`config.mk`:
```
export PLATFORM = sky130hd
export DESIGN_NAME = inv_butterfly_pipe
export DESIGN_NICKNAME = d
export VERILOG_FILES = /design/src/rtl/inv_butterfly_pipe.sv
export SDC_FILE = /design/constraint.sdc
export NUM_CORES = 1
export LEC_CHECK = 0
export CAP_MARGIN = 20
export CORE_MARGIN = 2
export CORE_UTILIZATION = 50
export CTS_BUF_LIST = sky130_fd_sc_hd__clkbuf_8
export DETAILED_ROUTE_END_ITERATION = 8
export PLACE_DENSITY_LB_ADDON = 0.1
export SETUP_SLACK_MARGIN = 0.2
export SKIP_CTS_REPAIR_TIMING = 1
export SLEW_MARGIN = 10
export SYNTH_ARGS = -nofsm -noshare
export SYNTH_HDL_FRONTEND = slang
export SYNTH_SLANG_ARGS = --single-unit
```
`constraint.sdc`:
```
create_clock -name clk -period 1.71 [get_ports clk]
set_input_delay 0.342 -clock clk [delete_from_list [all_inputs] [get_ports clk]]
set_output_delay 0.342 -clock clk [all_outputs]
set_load 0.1 [all_outputs]
```
`src/rtl/inv_butterfly_pipe.sv`:
```
// Inverse 4-point partial butterfly: recombines even/odd terms into four samples,
// then rounds, shifts and clips them in a two-stage valid/ready pipeline.
module inv_butterfly_pipe #(
    parameter int WIDTH     = 17,
    parameter int SHIFT     = 7,
    parameter int OUT_WIDTH = 16,
    parameter int ROWS      = 4
) (
    input  logic                        clk,
    input  logic                        rst_n,
    input  logic                        in_valid,
    output logic                        in_ready,
    input  logic signed [WIDTH-1:0]     in_e0,
    input  logic signed [WIDTH-1:0]     in_e1,
    input  logic signed [WIDTH-1:0]     in_o0,
    input  logic signed [WIDTH-1:0]     in_o1,
    output logic                        out_valid,
    input  logic                        out_ready,
    output logic signed [OUT_WIDTH-1:0] out0,
    output logic signed [OUT_WIDTH-1:0] out1,
    output logic signed [OUT_WIDTH-1:0] out2,
    output logic signed [OUT_WIDTH-1:0] out3,
    output logic                        out_last,
    output logic                        out_sat
);
    localparam int S1W = WIDTH + 1;
    localparam int S2W = WIDTH + 2;
    localparam int XW  = ((S2W > OUT_WIDTH) ? S2W : OUT_WIDTH) + 1;
    localparam int CW  = (ROWS > 1) ? $clog2(ROWS) : 1;
    localparam int RSH = (SHIFT > 0) ? SHIFT - 1 : 0;

    localparam logic signed [S2W-1:0] RND      = (SHIFT > 0) ? (S2W'(1) << RSH) : '0;
    localparam logic signed [XW-1:0]  SAT_MAX  = {{(XW-OUT_WIDTH+1){1'b0}}, {(OUT_WIDTH-1){1'b1}}};
    localparam logic signed [XW-1:0]  SAT_MIN  = ~SAT_MAX;
    localparam logic [CW-1:0]         ROW_LAST = CW'(ROWS - 1);

    logic                        adv1;
    logic                        adv2;
    logic                        s1_valid_q, s1_valid_d;
    logic signed [S1W-1:0]       s1_q [4];
    logic signed [S1W-1:0]       s1_d [4];
    logic                        s2_valid_q, s2_valid_d;
    logic signed [OUT_WIDTH-1:0] s2_q [4];
    logic signed [OUT_WIDTH-1:0] s2_d [4];
    logic                        sat_q, sat_d;
    logic [CW-1:0]               row_q, row_d;

    logic signed [S1W-1:0]       e0_x, e1_x, o0_x, o1_x;
    logic signed [S2W-1:0]       rnd_sum [4];
    logic signed [S2W-1:0]       shifted [4];
    logic signed [XW-1:0]        wide    [4];
    logic signed [OUT_WIDTH-1:0] clipped [4];
    logic [3:0]                  clip_hit;

    always_comb begin
        adv2     = !s2_valid_q || out_ready;
        adv1     = !s1_valid_q || adv2;
        in_ready = adv1;
    end

    // Stage 1: one extra bit holds any sum or difference of two WIDTH-bit terms.
    always_comb begin
        e0_x       = {in_e0[WIDTH-1], in_e0};
        e1_x       = {in_e1[WIDTH-1], in_e1};
        o0_x       = {in_o0[WIDTH-1], in_o0};
        o1_x       = {in_o1[WIDTH-1], in_o1};
        s1_valid_d = s1_valid_q;
        for (int i = 0; i < 4; i++) begin
            s1_d[i] = s1_q[i];
        end
        if (adv1) begin
            s1_valid_d = in_valid;
            if (in_valid) begin
                s1_d[0] = e0_x + o0_x;
                s1_d[1] = e1_x + o1_x;
                s1_d[2] = e1_x - o1_x;
                s1_d[3] = e0_x - o0_x;
            end
        end
    end

    // Round-half-up then floor shift; the extra headroom bit absorbs the rounding add.
    always_comb begin
        for (int i = 0; i < 4; i++) begin
            rnd_sum[i]  = S2W'(s1_q[i]) + RND;
            shifted[i]  = rnd_sum[i] >>> SHIFT;
            wide[i]     = XW'(shifted[i]);
            clip_hit[i] = (wide[i] > SAT_MAX) || (wide[i] < SAT_MIN);
            if (wide[i] > SAT_MAX) begin
                clipped[i] = SAT_MAX[OUT_WIDTH-1:0];
            end else if (wide[i] < SAT_MIN) begin
                clipped[i] = SAT_MIN[OUT_WIDTH-1:0];
            end else begin
                clipped[i] = wide[i][OUT_WIDTH-1:0];
            end
        end
    end

    always_comb begin
        s2_valid_d = s2_valid_q;
        sat_d      = sat_q;
        for (int i = 0; i < 4; i++) begin
            s2_d[i] = s2_q[i];
        end
        if (adv2) begin
            s2_valid_d = s1_valid_q;
            if (s1_valid_q) begin
                sat_d = |clip_hit;
                for (int i = 0; i < 4; i++) begin
                    s2_d[i] = clipped[i];
                end
            end
        end
        row_d = row_q;
        if (s2_valid_q && out_ready) begin
            row_d = (row_q == ROW_LAST) ? '0 : row_q + CW'(1);
        end
    end

    always_ff @(posedge clk or negedge rst_n) begin
        if (!rst_n) begin
            s1_valid_q <= 1'b0;
            s2_valid_q <= 1'b0;
            sat_q      <= 1'b0;
            row_q      <= '0;
            for (int i = 0; i < 4; i++) begin
                s1_q[i] <= '0;
                s2_q[i] <= '0;
            end
        end else begin
            s1_valid_q <= s1_valid_d;
            s2_valid_q <= s2_valid_d;
            sat_q      <= sat_d;
            row_q      <= row_d;
            for (int i = 0; i < 4; i++) begin
                s1_q[i] <= s1_d[i];
                s2_q[i] <= s2_d[i];
            end
        end
    end

    assign out_valid = s2_valid_q;
    assign out0      = s2_q[0];
    assign out1      = s2_q[1];
    assign out2      = s2_q[2];
    assign out3      = s2_q[3];
    assign out_sat   = sat_q;
    assign out_last  = s2_valid_q && (row_q == ROW_LAST);

endmodule
```
==> results of run 1 <==
[sequential cells by signal, indices dropped and copies added (netlist names)]
register,cells
s1_q,48
out0,13
out1,13
out2,13
out3,13
row_q,2
out_valid,1
s1_valid_q,1
[report_power, final]
group | internal, mW | switching (mW)
logic | 3.40 | 5.20
registers | 3.09 | 0.807
clock network | 0.787 | 0.816
total | 7.28 | 6.82
[final cells by class]
cell class / instances / share of cell area, %
clock inverter: 4 / 0.374
inverter: 52 / 1.76
multi-input combinational: 623 / 43.4
tap: 180 / 1.87
sequential: 104 / 21.7
timing repair buffer: 310 / 29.6
clock buffer: 12 / 1.37
[critical path: cells and delay by family]
family | cells | cell delay [ns]
adder cells (fa/ha/maj) | 1 | 0.25
XOR/XNOR | 1 | 0.20
AND/OR/NAND/NOR | 2 | 0.70
buffers and inverters | 2 | 0.12
AO/OA/AOI/OAI | 4 | 0.68
[synth_stat cells (5+ instances only)]
cell,number
nand2_1,124
dfrtp_1,104
o21ai_0,70
ha_1,69
inv_1,51
xnor2_1,41
nor2_1,40
a21oi_1,38
nand3_1,33
clkbuf_1,31
xor2_1,28
and3_1,20
a21o_1,19
o21ai_1,17
buf_4,13
nor3_1,12
a31oi_1,10
o21bai_1,8
nand4_1,7
nor2b_1,7
nand2b_1,6
o31ai_1,6
and2_1,5
buf_2,5
o211ai_1,5
o21a_1,5
[cell families after synthesis]
| kind of cell | after synthesis |
|---|---|
| adders and majority gates | 69 |
| buffers and inverters | 102 |
| DFF | 104 |
| xor gates and xnor gates | 69 |
| AOI/OAI and AO/OA | 211 |
| and+or+nand+nor | 271 |
| other | 1 |
| muxes | 2 |
[per-stage QoR]
stage          util [%]  hold WS [ns]  instance area (µm²)  instances  TNS, ns
2_1_floorplan         -        0.0464                 7220        829   -36.48
3_3_place_gp       73.7         0.144                10300       1233   -43.90
3_5_place_dp       73.7         0.148                10300       1233   -48.06
4_1_cts            75.2        -0.272                10500       1249   -28.03
5_1_grt            86.5         0.294                12100       1285    -8.89
6_report           86.5         0.290                12100       1285    -6.74
[per-layer routing]
metal / up-vias / GRT usage, % / part of all wire, %
met5: - / 0 / 0
met4: 0 / 6.96 / 4.1
met3: 87 / 4.12 / 6.7
met2: 350 / 44.3 / 50
met1: 3514 / 35.6 / 39
li1: 3382 / - / -
[final timing paths]
kind                                             from                    to  slack [ns]  cells past startpoint
worst max-delay path                         in_o0[1]  s1_q[66]$_DFFE_PN0P_       -0.32                     10
worst min-delay path                            rst_n  row_q[1]$_DFFE_PN0P_        0.29                      2
worst max register to register  out_valid$_DFFE_PN0P_  s1_q[70]$_DFFE_PN0P_        0.11                      5
worst min register to register   s1_q[24]$_DFFE_PN0P_  s1_q[24]$_DFFE_PN0P_        0.52                      2
max in group asynchronous                       rst_n  out0[14]$_DFFE_PN0P_        0.67                      3
min in group clk                             in_o0[9]  s1_q[64]$_DFFE_PN0P_        0.47                      4
==> summary.txt, run 1 <==
Yosys
  – Yosys reg bits: 104
  – Post-synth ARST share: 100%
  – Main combinational cell family by area after synthesis: compound AO/OA/AOI/OAI gates
  – Seq/Total Area, Yosys: 36.4%
  – Post-Synth Adder-Cell Area: 12.1%
  – Cells after Synth: 829
  – XOR/XNOR Fraction of Synth Area: 8.44%
  – Post-synthesis mux area share: 0.297%
  – Area fraction of the dominant cell type after synthesis: 36.4%
  – Cell taking the most area after synthesis: dfrtp_1
  – Post-Syn Area: 7160 µm²
  – Mapped Avg Cell Area: 8.63 µm²
  – Top post-synthesis cells by area: dfrtp_1 (36%), ha_1 (12%), nand2_1 (6.5%), xnor2_1 (5.0%), o21ai_0 (4.9%)
  – Main synth FF type: dfrtp_1
  – Syn nets: 970
  – Synthesis Warnings: 0
  – Post-synthesis compound-gate area fraction: 18.9%
  – Synth Area in Simple Gates: 17.7%
  – Distinct cells, synth: 70
  – EDFF count, synth: 0

Clock network
  – Clock input transition at the sequential cells of the worst setup and hold paths: 0.09 ns
  – CTS buffer count: 9
  – Root buffer cell: clkbuf_8
  – TritonCTS clock tree: done
  – Htree depth: 3
  – Worst skew pair latency: 0.38 ns
  – Clock Tree Buf Depth: 2
  – CTS sink count: 104

Pwr
  – Cell area power density: 1170 nW/µm²
  – Overall power: 14.1 mW
  – VDD IR max: 0.816 mV
  – Leakage power of the design: 5.69 nW

Routing
  – Initial DRC count: 573
  – Router iterations before antenna repair: 5
  – DR vias: 7333
  – WL/cell: 19.1 µm
  – Remaining DRCs: 0
  – Drt total wl: 24600 µm
  – DR vias/cell: 5.71
  – Routed Antenna Nets: 0

Layout
  – Commonest non-fill, non-tap cell in the layout: buf_4
  – FILL cells: 659
  – Ratio of cells with drive above 1 in the final layout: 41.4%
  – Final #Nets: 1241
  – Layout area overhead: 68.4%
  – Register area: 2610 µm²
  – Antenna diodes: 0
  – Multi-input logic area: 5230 µm²
  – Commonest cells after routing, fill and taps aside: buf_4 (146), nand2_1 (119), dfrtp_1 (99), buf_12 (70), o21ai_0 (48)

Critical path
  – Crit-path slowest cell: or3b_4
  – Crit Path Category: in2reg
  – CP required: 1.97 ns
  – Crit path largest cell delay: 0.45 ns
  – CP Data Arrival Time: 2.29 ns
  – Crit-path cells: buf_8 > inv_4 > ha_4 > and4bb_2 > o31ai_4 > a311oi_4 > or3b_4 > a21oi_2 > xnor2_1 > o21ai_2
  – Crit end category: register
  – Crit-path max FO: 2
  – Startpoint Class: input port

Global route
  – Initial antenna violation count: 0
  – Gr ovfl total: 0
  – First-pass GRT wire length: 31800 µm
  – Gr usage total: 26.4%
  – Pin count of the biggest net entering global routing: 102
  – Vias in the first global route: 6659

Timing
  – Fin worst setup slack: -0.320 ns
  – RSZ-0062 raised after global routing: true
  – Final Hold Viols: 0
  – Tcrit/Tclk final: 119%
  – Slew Limit Headroom: 63.3%
  – Worst slew pin tran: 0.550 ns
  – Min Tclk post-route: 2.03 ns
  – Setup violators final: 42
  – Clk_skew: 0.00940 ns
  – Achievable clock frequency: 493 MHz
  – Fin. max-slew vios: 0

Flow run
  – Max-cap violation count: 0

Die
  – Num rows: 43
  – Die Ht: 124 µm
  – Initial core utilization: 51.4%
  – Die width: 124 µm
  – Core Area: 13900 µm²
  – I/O pin cnt: 140
  – Die Area: 15300 µm²

Placed design
  – IO buf count: 138
  – Post-DP HPWL: 16200 µm
  – Setup WS pre-CTS: -1.20 ns
  – GP Congestion: 0.934

Run status
  – Failing checks: setup timing
  – Run status: finished with violations

Hold path
  – Worst hold path type: in2async
(Power assumes the default switching activity.)
==> run 2: changes to the inputs <==
--- a/config.mk
+++ b/config.mk
@@ -10,7 +10,7 @@
 export CORE_UTILIZATION = 50
 export CTS_BUF_LIST = sky130_fd_sc_hd__clkbuf_8
 export DETAILED_ROUTE_END_ITERATION = 8
-export PLACE_DENSITY_LB_ADDON = 0.1
+export PLACE_DENSITY = 0.89
 export SETUP_SLACK_MARGIN = 0.2
 export SKIP_CTS_REPAIR_TIMING = 1
 export SLEW_MARGIN = 10
==> summary.txt, run 2 (synthesis results as in run 1) <==
Routing
  – Routed Antenna Nets: 0 (unchanged)
  – WL/cell: 24.5 µm (+28%)
  – DR vias/cell: 6.65 (+16%)
  – Initial DRC count: 1398 (+140%)
  – Drt total wl: 31100 µm (+27%)
  – DR vias: 8447 (+15%)
  – Remaining DRCs: 0 (unchanged)
  – Router iterations before antenna repair: 6 (+1)

Layout
  – Multi-input logic area: 5160 µm² (-1.4%)
  – Commonest non-fill, non-tap cell in the layout: buf_4
  – Finished Core Util: 84.9% (-1.6 points)
  – Layout area overhead: 65.4%
  – Max reg flops: 48 (unchanged)
  – Cell Count, Final, Fillers Out: 1271 (-1.1%)
  – Largest register by flop count: s1_q
  – FILL cells: 575 (-13%)
  – Final #Nets: 1227 (-1.1%)
  – Register area: 2610 µm² (unchanged)
  – Ratio of cells with drive above 1 in the final layout: 40.3% (-1.0 points)
  – Antenna diodes: 0 (unchanged)
  – Commonest cells after routing, fill and taps aside: buf_4 (135), nand2_1 (120), dfrtp_1 (99), buf_12 (75), o21ai_0 (54)

Global route
  – Pin count of the biggest net entering global routing: 49 (-52%)
  – M1 GR Usage: 34.4% (-1.2 points)
  – First-pass GRT wire length: 32200 µm (+1.1%)
  – Gr ovfl total: 0 (unchanged)
  – Grt peak-use layer: met2
  – M3 GR Usage: 4.49% (+0.37 points)
  – Initial antenna violation count: 0 (unchanged)
  – Gr usage total: 26.6% (+0.26 points)
  – Grt met2 use: 44.3% (+0.069 points)
  – Vias in the first global route: 6833 (+2.6%)

Timing
  – Clk_skew: 0.0266 ns (+0.0171 ns)
  – Final TNS setup: -8.64 ns (-1.89 ns)
  – Fin. max-slew vios: 0 (unchanged)
  – Fin worst setup slack: -0.512 ns (-0.192 ns)
  – Min Tclk post-route: 2.22 ns (+0.192 ns)
  – Achievable clock frequency: 450 MHz (-8.6%)
  – Final Hold Viols: 0 (unchanged)
  – Tcrit/Tclk final: 130% (+11 points)
  – Setup violators final: 40 (-4.8%)
  – RSZ-0062 raised after global routing: true

Run status
  – Run status: finished with violations
  – Failing checks: setup timing

Critical path
  – Crit Path Category: in2reg
  – CP required: 2.01 ns (+0.04 ns)
  – CP Data Arrival Time: 2.52 ns (+0.23 ns)
  – Crit path largest cell delay: 0.38 ns (-0.07 ns)
  – Startpoint Class: input port
  – Crit-path max FO: 4 (+2)
  – Crit-path cells: buf_8 > ha_4 > and4bb_1 > o31ai_4 > a31oi_4 > a21oi_4 > a21oi_2 > or3_1 > a31oi_1
  – Crit end category: register
  – Crit-path slowest cell: or3_1

Die
  – Die Area: 15300 µm² (unchanged)
  – Num rows: 43 (unchanged)
  – I/O pin cnt: 140 (unchanged)
  – Die Ht: 124 µm (unchanged)
  – Core Area: 13900 µm² (unchanged)
  – Die width: 124 µm (unchanged)
  – Initial core utilization: 51.4% (unchanged)

Pwr
  – Leakage power of the design: 5.52 nW (-2.9%)
  – Overall power: 14.2 mW (+0.99%)
  – Gate power share: 61.4% (+0.4 points)
  – Reg power frac: 28.3% (+0.7 points)
  – VDD IR max: 0.683 mV (-16%)
  – Internal power: 6.96 mW (-4.4%)
  – NetSw: 7.28 mW (+6.7%)
  – Clock power share: 10.3% (-1.1 points)
  – Cell area power density: 1200 nW/µm² (+2.8%)
  – Switching fraction of total power: 51.1% (+2.7 points)

Clock network
  – TritonCTS clock tree: done
  – Htree depth: 3 (unchanged)
  – Root buffer cell: clkbuf_8
  – CTS sink count: 104 (unchanged)
  – CTS buffer count: 9 (unchanged)
  – Clock Tree Buf Depth: 2 (unchanged)
  – Worst skew pair latency: 0.41 ns (+0.03 ns)
  – Clock input transition at the sequential cells of the worst setup and hold paths: 0.12 ns (+0.03 ns)

Placed design
  – GP Congestion: 0.945 (+1.1%)
  – Placed insts: 1222 (-0.89%)
  – Setup WS pre-CTS: -1.13 ns (+0.0743 ns)
  – IO buf count: 138 (unchanged)
  – Post-DP HPWL: 16000 µm (-1.2%)

Hold path
  – Worst hold path type: in2async

Flow run
  – Max-cap violation count: 0 (unchanged)
## run 2: cell types whose count changed in the layout (fill, tap and decap cells not counted), moves of 5 or more
| cell | delta |
|---|---|
| buf_6 | -8 |
| buf_4 | -11 |
| a21oi_1 | +6 |
| dlymetal6s2s_1 | -8 |
| nor2_2 | +5 |
| o21ai_0 | +6 |
| buf_12 | +5 |
| o21ai_1 | -5 |
| a21oi_2 | -8 |
## run 2: area by class of cell
cell class | count | share of cell area [%]
Timing Repair Buffer | 296 | 29.2
Multi-Input combinational cell | 623 | 43.6
Tap cell | 180 | 1.90
Clock buffer | 10 | 1.16
Sequential cell | 104 | 22.1
Clock inverter | 6 | 0.254
Inverter | 52 | 1.84
## run 2: worst paths after layout
check / from / to / slack [ns] / depth (start not counted)
max reg2reg: out_valid$_DFFE_PN0P_ / s1_q[51]$_DFFE_PN0P_ / -0.02 / 6
max in group asynchronous: rst_n / out1[8]$_DFFE_PN0P_ / 0.62 / 3
max: in_e1[1] / s1_q[51]$_DFFE_PN0P_ / -0.51 / 9
min in group clk: in_e1[9] / s1_q[28]$_DFFE_PN0P_ / 0.49 / 4
min: rst_n / s1_q[52]$_DFFE_PN0P_ / 0.45 / 2
min reg2reg: row_q[0]$_DFFE_PN0P_ / row_q[0]$_DFFE_PN0P_ / 0.53 / 1
## run 2: through the flow
step | hold slack, ns | area (µm²)
detailed placement | 0.288 | 10200
finish | 0.451 | 11800
global placement | 0.289 | 10200
global route | 0.460 | 11800
floorplan | 0.0464 | 7220
CTS | -0.128 | 10400
## run 2: power groups by stage
stage	clock network, mW	registers, mW	logic (mW)
after floorplan	0	6.14	2.26
after global placement	0	3.87	7.50
after detailed placement	0	3.95	7.69
after CTS	1.39	3.90	7.71
after global routing	1.51	4.05	8.99
final	1.46	4.03	8.75
## run 2: layer usage
metal / share of wire, % / vias to the layer above
met2: 46 / 866
met5: 0 / -
met3: 12 / 317
met1: 34 / 3913
met4: 8.5 / 0
li1: - / 3351
## run 2: worst max-delay path, delay by kind of cell
family,cells,cell delay (ns)
AOI/OAI and AO/OA,5,1.20
buffers and inverters,1,0.10
and+or+nand+nor,2,0.62
adders and majority gates,1,0.26
==> run 3: changes to the inputs <==
--- a/config.mk
+++ b/config.mk
@@ -7,10 +7,10 @@
 export LEC_CHECK = 0
 export CAP_MARGIN = 20
 export CORE_MARGIN = 2
-export CORE_UTILIZATION = 50
-export CTS_BUF_LIST = sky130_fd_sc_hd__clkbuf_8
+export CORE_UTILIZATION = 40
+export CTS_BUF_LIST = sky130_fd_sc_hd__clkbuf_4 sky130_fd_sc_hd__clkbuf_8
 export DETAILED_ROUTE_END_ITERATION = 8
-export PLACE_DENSITY = 0.89
+export PLACE_DENSITY = 0.75
 export SETUP_SLACK_MARGIN = 0.2
 export SKIP_CTS_REPAIR_TIMING = 1
 export SLEW_MARGIN = 10
==> summary.txt, run 3 (synthesis results as in run 1) <==
Clock network
  – Root buffer cell: clkbuf_8
  – Clock input transition at the sequential cells of the worst setup and hold paths: 0.09 ns (-0.03 ns)
  – CTS buffer count: 9 (unchanged)
  – Worst skew pair latency: 0.37 ns (-0.04 ns)
  – Htree depth: 3 (unchanged)
  – TritonCTS clock tree: done
  – Clock Tree Buf Depth: 2 (unchanged)
  – CTS sink count: 104 (unchanged)

Timing
  – Fin worst setup slack: -0.395 ns (+0.117 ns)
  – Achievable clock frequency: 475 MHz (+5.5%)
  – Worst hold margin: 0.332 ns (-0.119 ns)
  – Fin. max-slew vios: 0 (unchanged)
  – Min Tclk post-route: 2.11 ns (-0.117 ns)
  – Tcrit/Tclk final: 123% (-6.8 points)
  – Final TNS setup: -3.86 ns (+4.78 ns)
  – Worst slew pin tran: 0.516 ns
  – Clk_skew: 0.00635 ns (-0.0202 ns)
  – Final Hold Viols: 0 (unchanged)
  – RSZ-0062 raised after global routing: true
  – Slew Limit Headroom: 65.6%
  – Setup violators final: 30 (-25%)

Layout
  – Final #Nets: 1224 (-0.24%)
  – Ratio of cells with drive above 1 in the final layout: 42.1% (+1.8 points)
  – FILL cells: 1251 (+120%)
  – Layout area overhead: 65.8%
  – Max reg flops: 48 (unchanged)
  – Post-route cell area: 11900 µm² (+0.27%)
  – Finished Core Util: 68.1% (-17 points)
  – Commonest non-fill, non-tap cell in the layout: buf_4
  – Largest register by flop count: s1_q
  – Commonest cells after routing, fill and taps aside: buf_4 (132), nand2_1 (118), dfrtp_1 (98), buf_12 (72), o21ai_0 (52)
  – Antenna diodes: 0 (unchanged)
  – Cell Count, Final, Fillers Out: 1313 (+3.3%)

Die
  – I/O pin cnt: 140 (unchanged)
  – Core Area: 17400 µm² (+25%)
  – Num rows: 48 (+12%)
  – Die width: 138 µm (+11%)
  – Die Area: 19000 µm² (+24%)
  – Die Ht: 138 µm (+11%)
  – Initial core utilization: 41.1% (-10 points)

Routing
  – DR vias: 6944 (-18%)
  – Routed Antenna Nets: 0 (unchanged)
  – Drt total wl: 21300 µm (-32%)
  – DR vias/cell: 5.29 (-20%)
  – Router iterations before antenna repair: 5 (-1)
  – Initial DRC count: 485 (-65%)
  – WL/cell: 16.2 µm (-34%)
  – Remaining DRCs: 0 (unchanged)

Critical path
  – Crit-path max FO: 3 (-1)
  – Crit Path Category: in2reg
  – Startpoint Class: input port
  – Worst r2r path cells: 8 (+2)
  – CP Data Arrival Time: 2.40 ns (-0.12 ns)
  – Reg2Reg Launch Point: out_valid$_DFFE_PN0P_
  – Flop2flop setup slack: 0.07 ns (+0.09 ns)
  – CP required: 2.01 ns (about the same)
  – Setup crit end: s1_q[64]$_DFFE_PN0P_
  – RR Endpoint: s1_q[35]$_DFFE_PN0P_
  – Setup crit start: in_o0[2]
  – Crit end category: register

Placed design
  – Setup WS pre-CTS: -1.14 ns (-0.00890 ns)
  – IO buf count: 138 (unchanged)
  – GP Congestion: 0.904 (-4.3%)
  – Placed insts: 1271 (+4.0%)
  – Post-DP HPWL: 15000 µm (-6.7%)
  – Area after DPL: 10300 µm² (+0.60%)

Pwr
  – VDD IR max: 1.19 mV (+74%)
  – Cell area power density: 1170 nW/µm² (-2.6%)
  – Overall power: 13.9 mW (-2.3%)
  – Leakage power of the design: 5.54 nW (+0.33%)

Hold path
  – Worst hold path type: in2reg

Global route
  – First-pass GRT wire length: 29800 µm (-7.3%)
  – Vias in the first global route: 6368 (-6.8%)
  – Pin count of the biggest net entering global routing: 69 (+41%)
  – Initial antenna violation count: 0 (unchanged)
  – Gr usage total: 19.6% (-7.0 points)
  – Gr ovfl total: 0 (unchanged)

Run status
  – Failing checks: setup timing
  – Run status: finished with violations

Flow run
  – Max-cap violation count: 0 (unchanged)
## run 3: changes by cell type in the layout (fill, tap and decap cells not counted), sizes merged, moves of 3 or more
cell           previous run  this run
buf                     243       240
clkdlybuf4s50            14         9
clkbuf                   21        27
inv                      56        52
## run 3: per-layer routing
| metal | track usage, % | vias to the layer above | share of wire, % |
|---|---|---|---|
| met2 | 31.6 | 221 | 49 |
| met4 | 4.99 | 0 | 1.8 |
| met5 | 0 | - | 0 |
| met1 | 27.8 | 3351 | 44 |
| met3 | 2.83 | 28 | 5.0 |
| li1 | - | 3344 | - |
## run 3: cell type report
class / instances / area, µm² / area share [%]
clock inverters: 4 / 70.1 / 0.590
multi-input cells: 623 / 5170 / 43.5
inverters: 52 / 215 / 1.81
repair buffers: 293 / 3380 / 28.4
well taps: 225 / 282 / 2.37
flip-flops and latches: 104 / 2610 / 22.0
clock buffers: 12 / 146 / 1.23
## run 3: critical path, stage by stage
cell,delay (ns)
buf_8,0.08
inv_4,0.03
ha_4,0.26
and2b_1,0.21
o31ai_4,0.30
buf_4,0.17
buf_6,0.09
a31oi_4,0.09
o211ai_2,0.23
a21oi_2,0.09
or3_1,0.38
a31oi_1,0.13
## run 3: where the power goes
group | internal (mW) | switching [mW]
registers | 3.09 | 0.772
logic | 3.31 | 5.05
clock network | 0.870 | 0.814
## run 3: how the worst min path moves through the flow
stage          startpoint                    end  slack, ns  cells past startpoint
2_1_floorplan       rst_n    out0[0]$_DFFE_PN0P_       0.05                      0
3_3_place_gp        rst_n    s1_q[6]$_DFFE_PN0P_       0.38                      2
3_5_place_dp        rst_n    s1_q[6]$_DFFE_PN0P_       0.38                      2
4_1_cts             rst_n    s1_q[9]$_DFFE_PN0P_      -0.03                      2
5_1_grt         out_ready  out_valid$_DFFE_PN0P_       0.36                      3
6_report        out_ready  out_valid$_DFFE_PN0P_       0.33                      3
